File: src/rtl/bof_range_tracker.sv
// bof_range_tracker: groups contiguous non-frame stores into runs, records long runs in a circular
// range table, and flags an indirect jump that follows a load from a tracked range.
module bof_range_tracker #(
    parameter int ADDR_W        = 32,
    parameter int DEPTH         = 8,
    parameter int CNT_W         = 16,
    parameter int MIN_RUN_BYTES = 32,
    parameter int TIMEOUT       = 10,
    parameter int TAINT_WINDOW  = 4
) (
    input  logic                       clk_i,
    input  logic                       rst_ni,
    input  logic                       flush_i,
    input  logic                       en_i,
    input  logic                       op_valid_i,
    input  logic [1:0]                 op_kind_i,
    input  logic [3:0]                 op_size_i,
    input  logic                       op_frame_i,
    input  logic [ADDR_W-1:0]          op_addr_i,
    output logic                       active_o,
    output logic [ADDR_W-1:0]          run_start_o,
    output logic [ADDR_W-1:0]          run_end_o,
    output logic [$clog2(DEPTH+1)-1:0] tbl_count_o,
    output logic                       evict_o,
    output logic                       load_hit_o,
    output logic                       crash_o,
    output logic [ADDR_W-1:0]          crash_addr_o
);
    localparam int CW = $clog2(DEPTH + 1);
    localparam int PW = $clog2(DEPTH);
    localparam logic [CNT_W-1:0] MIN_B = CNT_W'(MIN_RUN_BYTES);
    localparam logic [7:0] TO = 8'(TIMEOUT);
    localparam logic [7:0] TW = 8'(TAINT_WINDOW);

    typedef enum logic {IDLE, TRACK} state_t;

    state_t            r_state;
    logic [ADDR_W-1:0] r_start, r_end, r_crash_addr;
    logic [ADDR_W-1:0] r_tbl_start [DEPTH];
    logic [ADDR_W-1:0] r_tbl_end   [DEPTH];
    logic [DEPTH-1:0]  r_tbl_valid;
    logic [PW-1:0]     r_wr_ptr;
    logic [CW-1:0]     r_count;
    logic [CNT_W-1:0]  r_bytes;
    logic [7:0]        r_timer, r_window;
    logic              r_taint, r_load_hit, r_evict, r_crash;

    logic              w_store, w_load, w_jump, w_other, w_extend, w_close, w_commit, w_hit;
    logic [ADDR_W:0]   w_sum;
    logic [CNT_W:0]    w_bsum;
    logic [CNT_W-1:0]  w_bnext;

    assign w_store  = op_valid_i && op_kind_i == 2'b01 && !op_frame_i && op_size_i inside {4'd1, 4'd2, 4'd4, 4'd8};
    assign w_load   = op_valid_i && op_kind_i == 2'b10;
    assign w_jump   = op_valid_i && op_kind_i == 2'b11;
    assign w_other  = op_valid_i && !w_load && !w_jump;
    assign w_sum    = {1'b0, r_end} + (ADDR_W+1)'(op_size_i);
    assign w_bsum   = {1'b0, r_bytes} + (CNT_W+1)'(op_size_i);
    assign w_bnext  = w_bsum[CNT_W] ? '1 : w_bsum[CNT_W-1:0];
    // a run whose end already wrapped to 0 (end <= start) can never be extended
    assign w_extend = r_state == TRACK && op_addr_i == r_end && !w_sum[ADDR_W] && r_end > r_start;
    assign w_close  = r_state == TRACK && ((w_store && !w_extend) || (op_valid_i && !w_store && r_timer == 8'd0));
    assign w_commit = w_close && r_bytes >= MIN_B;

    always_comb begin
        w_hit = r_state == TRACK && op_addr_i >= r_start && op_addr_i < r_end;
        for (int i = 0; i < DEPTH; i++)
            w_hit = w_hit | (r_tbl_valid[i] && op_addr_i >= r_tbl_start[i] && op_addr_i < r_tbl_end[i]);
    end

    always_ff @(posedge clk_i) begin
        if (w_commit && !flush_i) begin
            r_tbl_start[r_wr_ptr] <= r_start;
            r_tbl_end[r_wr_ptr]   <= r_end;
        end
    end

    always_ff @(posedge clk_i or negedge rst_ni) begin
        if (!rst_ni) begin
            r_state <= IDLE;
            {r_start, r_end, r_crash_addr} <= '0;
            {r_tbl_valid, r_wr_ptr, r_count, r_bytes, r_timer, r_window} <= '0;
            {r_taint, r_load_hit, r_evict, r_crash} <= '0;
        end else if (flush_i) begin
            r_state <= IDLE;
            {r_start, r_end, r_crash_addr} <= '0;
            {r_tbl_valid, r_wr_ptr, r_count, r_bytes, r_timer, r_window} <= '0;
            {r_taint, r_load_hit, r_evict, r_crash} <= '0;
        end else begin
            r_evict <= 1'b0;
            r_crash <= 1'b0;
            if (w_commit) begin
                r_tbl_valid[r_wr_ptr] <= 1'b1;
                r_wr_ptr <= r_wr_ptr + PW'(1);
                r_evict  <= r_tbl_valid[r_wr_ptr];
                r_count  <= r_tbl_valid[r_wr_ptr] ? r_count : r_count + CW'(1);
            end
            if (w_store && !w_extend) begin
                r_state <= TRACK;
                r_start <= op_addr_i;
                r_end   <= op_addr_i + ADDR_W'(op_size_i);
                r_bytes <= CNT_W'(op_size_i);
                r_timer <= TO;
            end else if (w_store) begin
                r_end   <= w_sum[ADDR_W-1:0];
                r_bytes <= w_bnext;
                r_timer <= TO;
            end else if (op_valid_i && r_state == TRACK) begin
                r_state <= r_timer == 8'd0 ? IDLE : TRACK;
                r_timer <= r_timer == 8'd0 ? r_timer : r_timer - 8'd1;
            end
            if (w_load) begin
                r_taint    <= w_hit;
                r_window   <= TW;
                r_load_hit <= w_hit;
            end else if (w_jump) begin
                r_taint <= 1'b0;
                r_crash <= r_taint && en_i;
                if (r_taint && en_i) r_crash_addr <= op_addr_i;
            end else if (w_other && r_taint) begin
                r_window <= r_window - 8'd1;
                r_taint  <= r_window != 8'd1;
            end
        end
    end

    assign active_o     = r_state == TRACK;
    assign run_start_o  = r_start;
    assign run_end_o    = r_end;
    assign tbl_count_o  = r_count;
    assign evict_o      = r_evict;
    assign load_hit_o   = r_load_hit;
    assign crash_o      = r_crash;
    assign crash_addr_o = r_crash_addr;
endmodule
File: config.mk
export PLATFORM = sky130hd
export DESIGN_NAME = bof_range_tracker
export DESIGN_NICKNAME = d
export VERILOG_FILES = /design/src/rtl/bof_range_tracker.sv
export SDC_FILE = /design/constraint.sdc
export NUM_CORES = 1
export LEC_CHECK = 0
export BUFFER_PORTS_ARGS = -buffer_cell sky130_fd_sc_hd__buf_2
export CORE_ASPECT_RATIO = 1.4
export CORE_MARGIN = 2
export CORE_UTILIZATION = 35
export CTS_CLUSTER_SIZE = 28
export DETAILED_ROUTE_END_ITERATION = 8
export HOLD_SLACK_MARGIN = 0.05
export PLACE_DENSITY = 0.59
export SYNTH_ARGS = -nofsm -noshare
export SYNTH_HDL_FRONTEND = slang
export SYNTH_SLANG_ARGS = --single-unit
File: constraint.sdc
create_clock -name clk_i -period 13.2 [get_ports clk_i]
set_input_delay 2.64 -clock clk_i [delete_from_list [all_inputs] [get_ports clk_i]]
set_output_delay 2.64 -clock clk_i [all_outputs]
set_load 0.01 [all_outputs]
# --- Yosys cells after proc, flatten, opt, wreduce, memory -nomap -nowiden ---
# Memory sizes are Yosys's and may differ from the RTL's.
# Index checks and enable logic that the tools add are counted.
word_totals:
  ram_bits: 512
  output_inout_bits: 104
  ff_bits: 148
  n_memories: 2
  word_cells: 182
memory_table:
  columns: ["memory", "depth", "word_bits", "read_ports", "rd_clocked_by_memory_dff", "wr", "line", "source"]
  rows:
  - ["r_tbl_end", 8, 32, 8, 0, 1, "40", "logic [ADDR_W-1:0] r_tbl_end [DEPTH];"]
  - ["r_tbl_start", 8, 32, 8, 0, 1, "39", "logic [ADDR_W-1:0] r_tbl_start [DEPTH];"]
classes:
  addsub: 7
  muxes: 51
  reduce_logical: 63
  n_lt_le_gt_ge: 22
  bitwise_logic: 9
  eq_ne: 14
ops:
  columns: ["cell", "n"]
  rows:
  - ["$ge 32x32->1", 9]
  - ["$lt 32x32->1", 9]
  - ["$mux 32", 9]
  - ["$mux 8", 11]
  - ["$mux 16", 4]
  - ["$logic_and 1x1->1", 38]
  - ["$add 32x4->33", 1]
  - ["$add 32x4->32", 1]
  - ["$eq 32x32->1", 1]
  - ["$gt 32x32->1", 1]
  - ["$mux 1", 20]
  - ["$add 16x4->17", 1]
  - ["$ge 16x6->1 const B", 1]
  - ["$sub 8x1->8 const B", 2]
  - ["$mux 4", 3]
  - ["$reduce_bool 4->1", 3]
  - ["$reduce_bool 2->1", 5]
  - ["$reduce_bool 3->1", 3]
  - ["$logic_not 8->1", 1]
  - ["$ne 8x1->1 const B", 1]
  - ["$or 1x1->1", 8]
  - ["$or 8x8->8", 1]
  - ["$reduce_and 2->1", 4]
  - ["$logic_not 1->1", 7]
  - ["other kinds (19)", 22]

# --- Longest topological paths before layout ---
logic_depth:
  word_depth: 13
  ltp_mapped: 14
  depth_no_buf: 12

# --- Worst setup path after synthesis ---
# Ideal clock, no wire load.
synth_timing:
  kind: "input-to-reg"
  start: "input op_size_i[0]"
  end: "memory r_tbl_end[7][0], enable pin"
  t_required_ps: 12556
  path_buffers: 2
  path_stages: 12
  setup_slack_ps: 2135
  arrival_time_ps: 10421
  setup_time_ps: 644
  cell_sequence: "ha_1 > fa_1 > a21oi_1 > o21bai_1 > nand4_1 > nor3_1 > a211o_1 > a31o_1 > buf_4 > a31oi_1 > buf_2 > nor4_1"
synth_between:
  elab_chain_len: 12
  elab_cells_between_ends: 21
synth_lines:
  columns: ["item", "line", "source"]
  rows:
  - ["start: declaration", "17", "input logic [3:0] op_size_i,"]
  - ["$add 32x4->33 (tied with other cells)", "57", "assign w_sum = {1'b0, r_end} + (ADDR_W+1)'(op_size_i);"]
  - ["$logic_not 1->1 or $reduce_bool 4->1 (tied branches)", "61, 53", null]
  - ["$logic_and 1x1->1, on equally long branches", "61, 53", null]
  - ["$logic_and 1x1->1 or $logic_not 1->1 (tied branches)", "61, 62", null]
  - ["$logic_not 1->1 or $logic_and 1x1->1 (tied branches)", "62", "assign w_close = r_state == TRACK && ((w_store && !w_extend) || (op_valid_i && !w_store && r_timer == 8'd0));"]
  - ["$logic_and 1x1->1", "62", null]
  - ["$logic_or 1x1->1 (*)", "62", null]
  - ["$logic_and 1x1->1 (*)", "62", null]
  - ["$logic_and 1x1->1 (*)", "63", "assign w_commit = w_close && r_bytes >= MIN_B;"]
  - ["$logic_and 1x1->1 (*)", "72", "if (w_commit && !flush_i) begin"]
  - ["$mux 1 (*)", "72", null]
  - ["$mux 1 (implied by the code) (*)", "74", "r_tbl_end[r_wr_ptr] <= r_end;"]
  - ["end: declaration", "40", null]
# Mark *: on every way between the ends. The rest lies on a longest branch, timed or not.

# --- Worst setup path after layout ---
layout_timing:
  start: "input op_size_i[0]"
  end: "memory r_tbl_start[5][22], enable pin"
layout_between:
  elab_chain_len: 12
  elab_cells_between_ends: 21
layout_lines:
  columns: ["item", "line", "source"]
  rows:
  - ["$add 32x4->33 (tied with other cells)", "57", null]
  - ["$logic_not 1->1 or $reduce_bool 4->1 (tied branches)", "61, 53", null]
  - ["$logic_and 1x1->1, on equally long branches", "61, 53", null]
  - ["$logic_and 1x1->1 or $logic_not 1->1 (tied branches)", "61, 62", null]
  - ["$logic_not 1->1 or $logic_and 1x1->1 (tied branches)", "62", null]
  - ["$logic_and 1x1->1", "62", null]
  - ["$logic_or 1x1->1 (*)", "62", null]
  - ["$logic_and 1x1->1 (*)", "62", null]
  - ["$logic_and 1x1->1 (*)", "63", null]
  - ["$logic_and 1x1->1 (*)", "72", null]
  - ["$mux 1 (*)", "72", null]
  - ["$mux 1 (implied by the code) (*)", "73", "r_tbl_start[r_wr_ptr] <= r_start;"]
  - ["end: declaration", "39", null]
# Marked as above.

==> impl_metrics.tcl <==
set metrics [dict create \
    rsz0062_at_grt "no" \
    die_w_um 284 \
    cts_resized 0 \
    htree_levels 3 \
    avgSynthCellArea_um2 10.9 \
    grt_pass1_wl_um 176000 \
    period_needed_ns 6.73 \
    yosysTopAreaCellShare_pct 40.0 \
    cp_max_fo 40 \
    core_um2 109000 \
    critPathLaunch "op_size_i[0]" \
    yosysWarnings 0 \
    worst_setup_path_end_kind "flip-flop" \
    ys_top_cells_by_area "edfxtp_1 40%, ha_1 20%, dfrtp_1 9.6%" \
    max_freq_ghz 0.149 \
    cp_data_required_time_ns 13.47 \
    dp_cells 5156 \
    port_buffers 147 \
    cp.arrival_ns 7.00 \
    synthFlopType "edfxtp_1" \
    cts_setup_buffers 0 \
    status "finished clean" \
    hp-start "crash_addr_o[11]$_DFFE_PN0P_" \
    drt_iter0_markers 1784 \
    synthDominantAreaCellType "edfxtp_1" \
    seq_area_frac_synth_pct 49.6 \
    clock_latency_ns 0.66 \
    path_class "input port to flip-flop" \
    yosys_register_bits 660 \
    grt_usage_pct 21.0 \
    fin_nets 4439 \
    leakage_nw 19.2 \
    cts_root_buf "clkbuf_16" \
    antenna_found_initial 1 \
    diodes 0 \
    timing.final.max_slew_violations 0 \
    tightest_slew_ns 1.18 \
    fin_tns_setup_ns 0 \
    viasPerCell 5.33 \
    vias 28200 \
    syn_area_um2 38500 \
    worst_setup_path_start_kind "input port" \
    powerDensity_nw_per_um2 106 \
    synth_nets 4201 \
    netlist_instances 3537 \
    ctsLongestPathBuffers 3 \
    slew_headroom_pct 20.7 \
    synth_edf_count 512 \
    r2r-start "run_start_o[17]$_DFFE_PN0P_" \
    syn2layout_area_growth_pct 14.0 \
    fin_crit_sh_pct 51.0 \
    final_cell_count_no_fill 5279 \
    cts_made_buffers 67 \
    max_cap_viol_count 0 \
    hp-class "flip-flop to flip-flop" \
    drc 0 \
    firstDrtPassIters 7 \
    row_count 143 \
    drive_gt1_share_pct 9.79 \
    place.gp.congestion 0.878 \
    cts_hold_buf 0 \
    post_drt_wl_per_cell_um 22.6 \
    synth.most_common_cell "ha_1" \
    setup_viol 0 \
    drtAntennaViolNets 0 \
    post-dp-hpwl_um 80700 \
    grt_start_max_net_pins 88 \
    wl_um 119000 \
    grt_pass1_vias 27700 \
    synth_common_cells "617 x ha_1, 592 x inv_1, 512 x edfxtp_1, 311 x a21oi_1, 278 x nand2_1" \
    fp.dieH_um 396 \
    skew_ns 0.0291 \
    cts_tree "yes" \
    start_util_pct 35.4 \
    fillers 10600 \
    path_clk_slew_ns 0.06 \
    ios 148 \
    clock-sinks 660 \
    timing.hold.ws_ns 0.516 \
    overflow 0 \
    hold_viol_final 0 \
    dieArea_um2 113000 \
    peakVddDrop_mv 0.0878 \
    synthArstFlopShare_pct 22.4 \
    ys_types 78 \
]
-- metal layers --
layer	routed length, um	vias up	global-route usage, %
li1	-	13300	-
met1	47500	13900	24.7
met2	58700	793	37.0
met3	6840	200	3.35
met4	6050	2	10.5
met5	13	-	0
-- cell usage in the layout (no fill, tap or decap), drive strengths merged, types with 7 or more instances in the layout --
master and count:
a2111oi 29, a211oi 38, a21o 92, a21oi 312, a221oi 18, a31oi 39, a41oi 7, and3 23
and4 19, buf 230, bufinv 9, clkbuf 96, clkinv 14, dfrtp 148, edfxtp 512, ha 617
inv 595, nand2 278, nand2b 21, nand3 66, nand4 97, nor2 121, nor2b 32, nor3 57
nor4 36, o211ai 17, o21a 19, o21ai 117, o22ai 7, o31ai 7, or2 9, or3 17
or4 9, xnor2 23, xor2 18
-- registers in the layout, summed over array words and instances, names as in the netlist --
register	count
r_taint	1
r_tbl_end	256
r_timer	8
r_window	8
evict_o	1
crash_o	1
r_tbl_valid	8
crash_addr_o	32
tbl_count_o	4
load_hit_o	1
r_tbl_start	256
active_o	1
run_end_o	32
r_bytes	16
run_start_o	32
r_wr_ptr	3
-- cells by family (layout without fill, tap and decap cells) --
| logic type | Yosys count | count (layout) | share of synthesized area (%) |
|---|---|---|---|
| AO/OA/AOI/OAI | 754 | 754 | 12.2 |
| XOR/XNOR | 41 | 41 | 0.934 |
| adder cells (fa/ha/maj) | 620 | 620 | 20.2 |
| buffers and inverters | 654 | 946 | 6.43 |
| flip-flops | 660 | 660 | 49.6 |
| multiplexers | 6 | 6 | 0.231 |
| AND/OR/NAND/NOR | 802 | 802 | 10.3 |
-- report_power, final --
part / total, mW / switching (mW) / internal, mW
sequential: 2.23 / 0.00923 / 2.22
clock: 2.06 / 0.858 / 1.20
combinational: 0.357 / 0.237 / 0.120
-- worst max-delay path, cell delays in order --
cell and delay [ns]:
buf_2 0.15, ha_1 0.20, fa_1 0.22, a21oi_1 0.09, o21bai_1 0.53, nand4_1 0.31
nor3_1 0.21, a211o_1 0.19, a31o_2 0.14, a31oi_1 0.30, or3_1 0.58, nor2_4 0.71
buf_4 0.68
-- area by class of cell --
cell class,instances,area (um2),area share (%)
Clock buffer,96,1920,4.38
Timing Repair Buffer,230,1370,3.12
Clock inverter,27,405,0.925
Inverter,593,2230,5.08
Sequential cell,660,19100,43.5
Multi-Input combinational cell,2223,17000,38.8
Tap cell,1450,1810,4.14
-- through the flow --
stage / util, % / cell area (um2) / setup WS (ns) / power [mW]
6_report: 40.3 / 43800 / 6.47 / 4.65
3_3_place_gp: 38.1 / 41500 / 5.29 / 2.63
3_5_place_dp: 38.1 / 41500 / 5.76 / 2.63
5_1_grt: 40.3 / 43800 / 6.06 / 4.80
2_1_floorplan: - / 38500 / 2.13 / 2.46
4_1_cts: 40.3 / 43800 / 6.47 / 4.69
-- worst paths after layout --
| check | to | slack [ns] | cells past startpoint |
|---|---|---|---|
| max reg2reg | r_tbl_start[5][22]$_DFFE_PP_ | 7.36 | 12 |
| min reg2reg | crash_addr_o[11]$_DFFE_PN0P_ | 0.52 | 2 |
| min in group asynchronous | run_start_o[31]$_DFFE_PN0P_ | 2.05 | 1 |
| max in group asynchronous | crash_addr_o[5]$_DFFE_PN0P_ | 9.53 | 2 |
| max | r_tbl_start[5][22]$_DFFE_PP_ | 6.47 | 13 |
| min | crash_addr_o[11]$_DFFE_PN0P_ | 0.52 | 2 |
(Power assumes the default switching activity.)
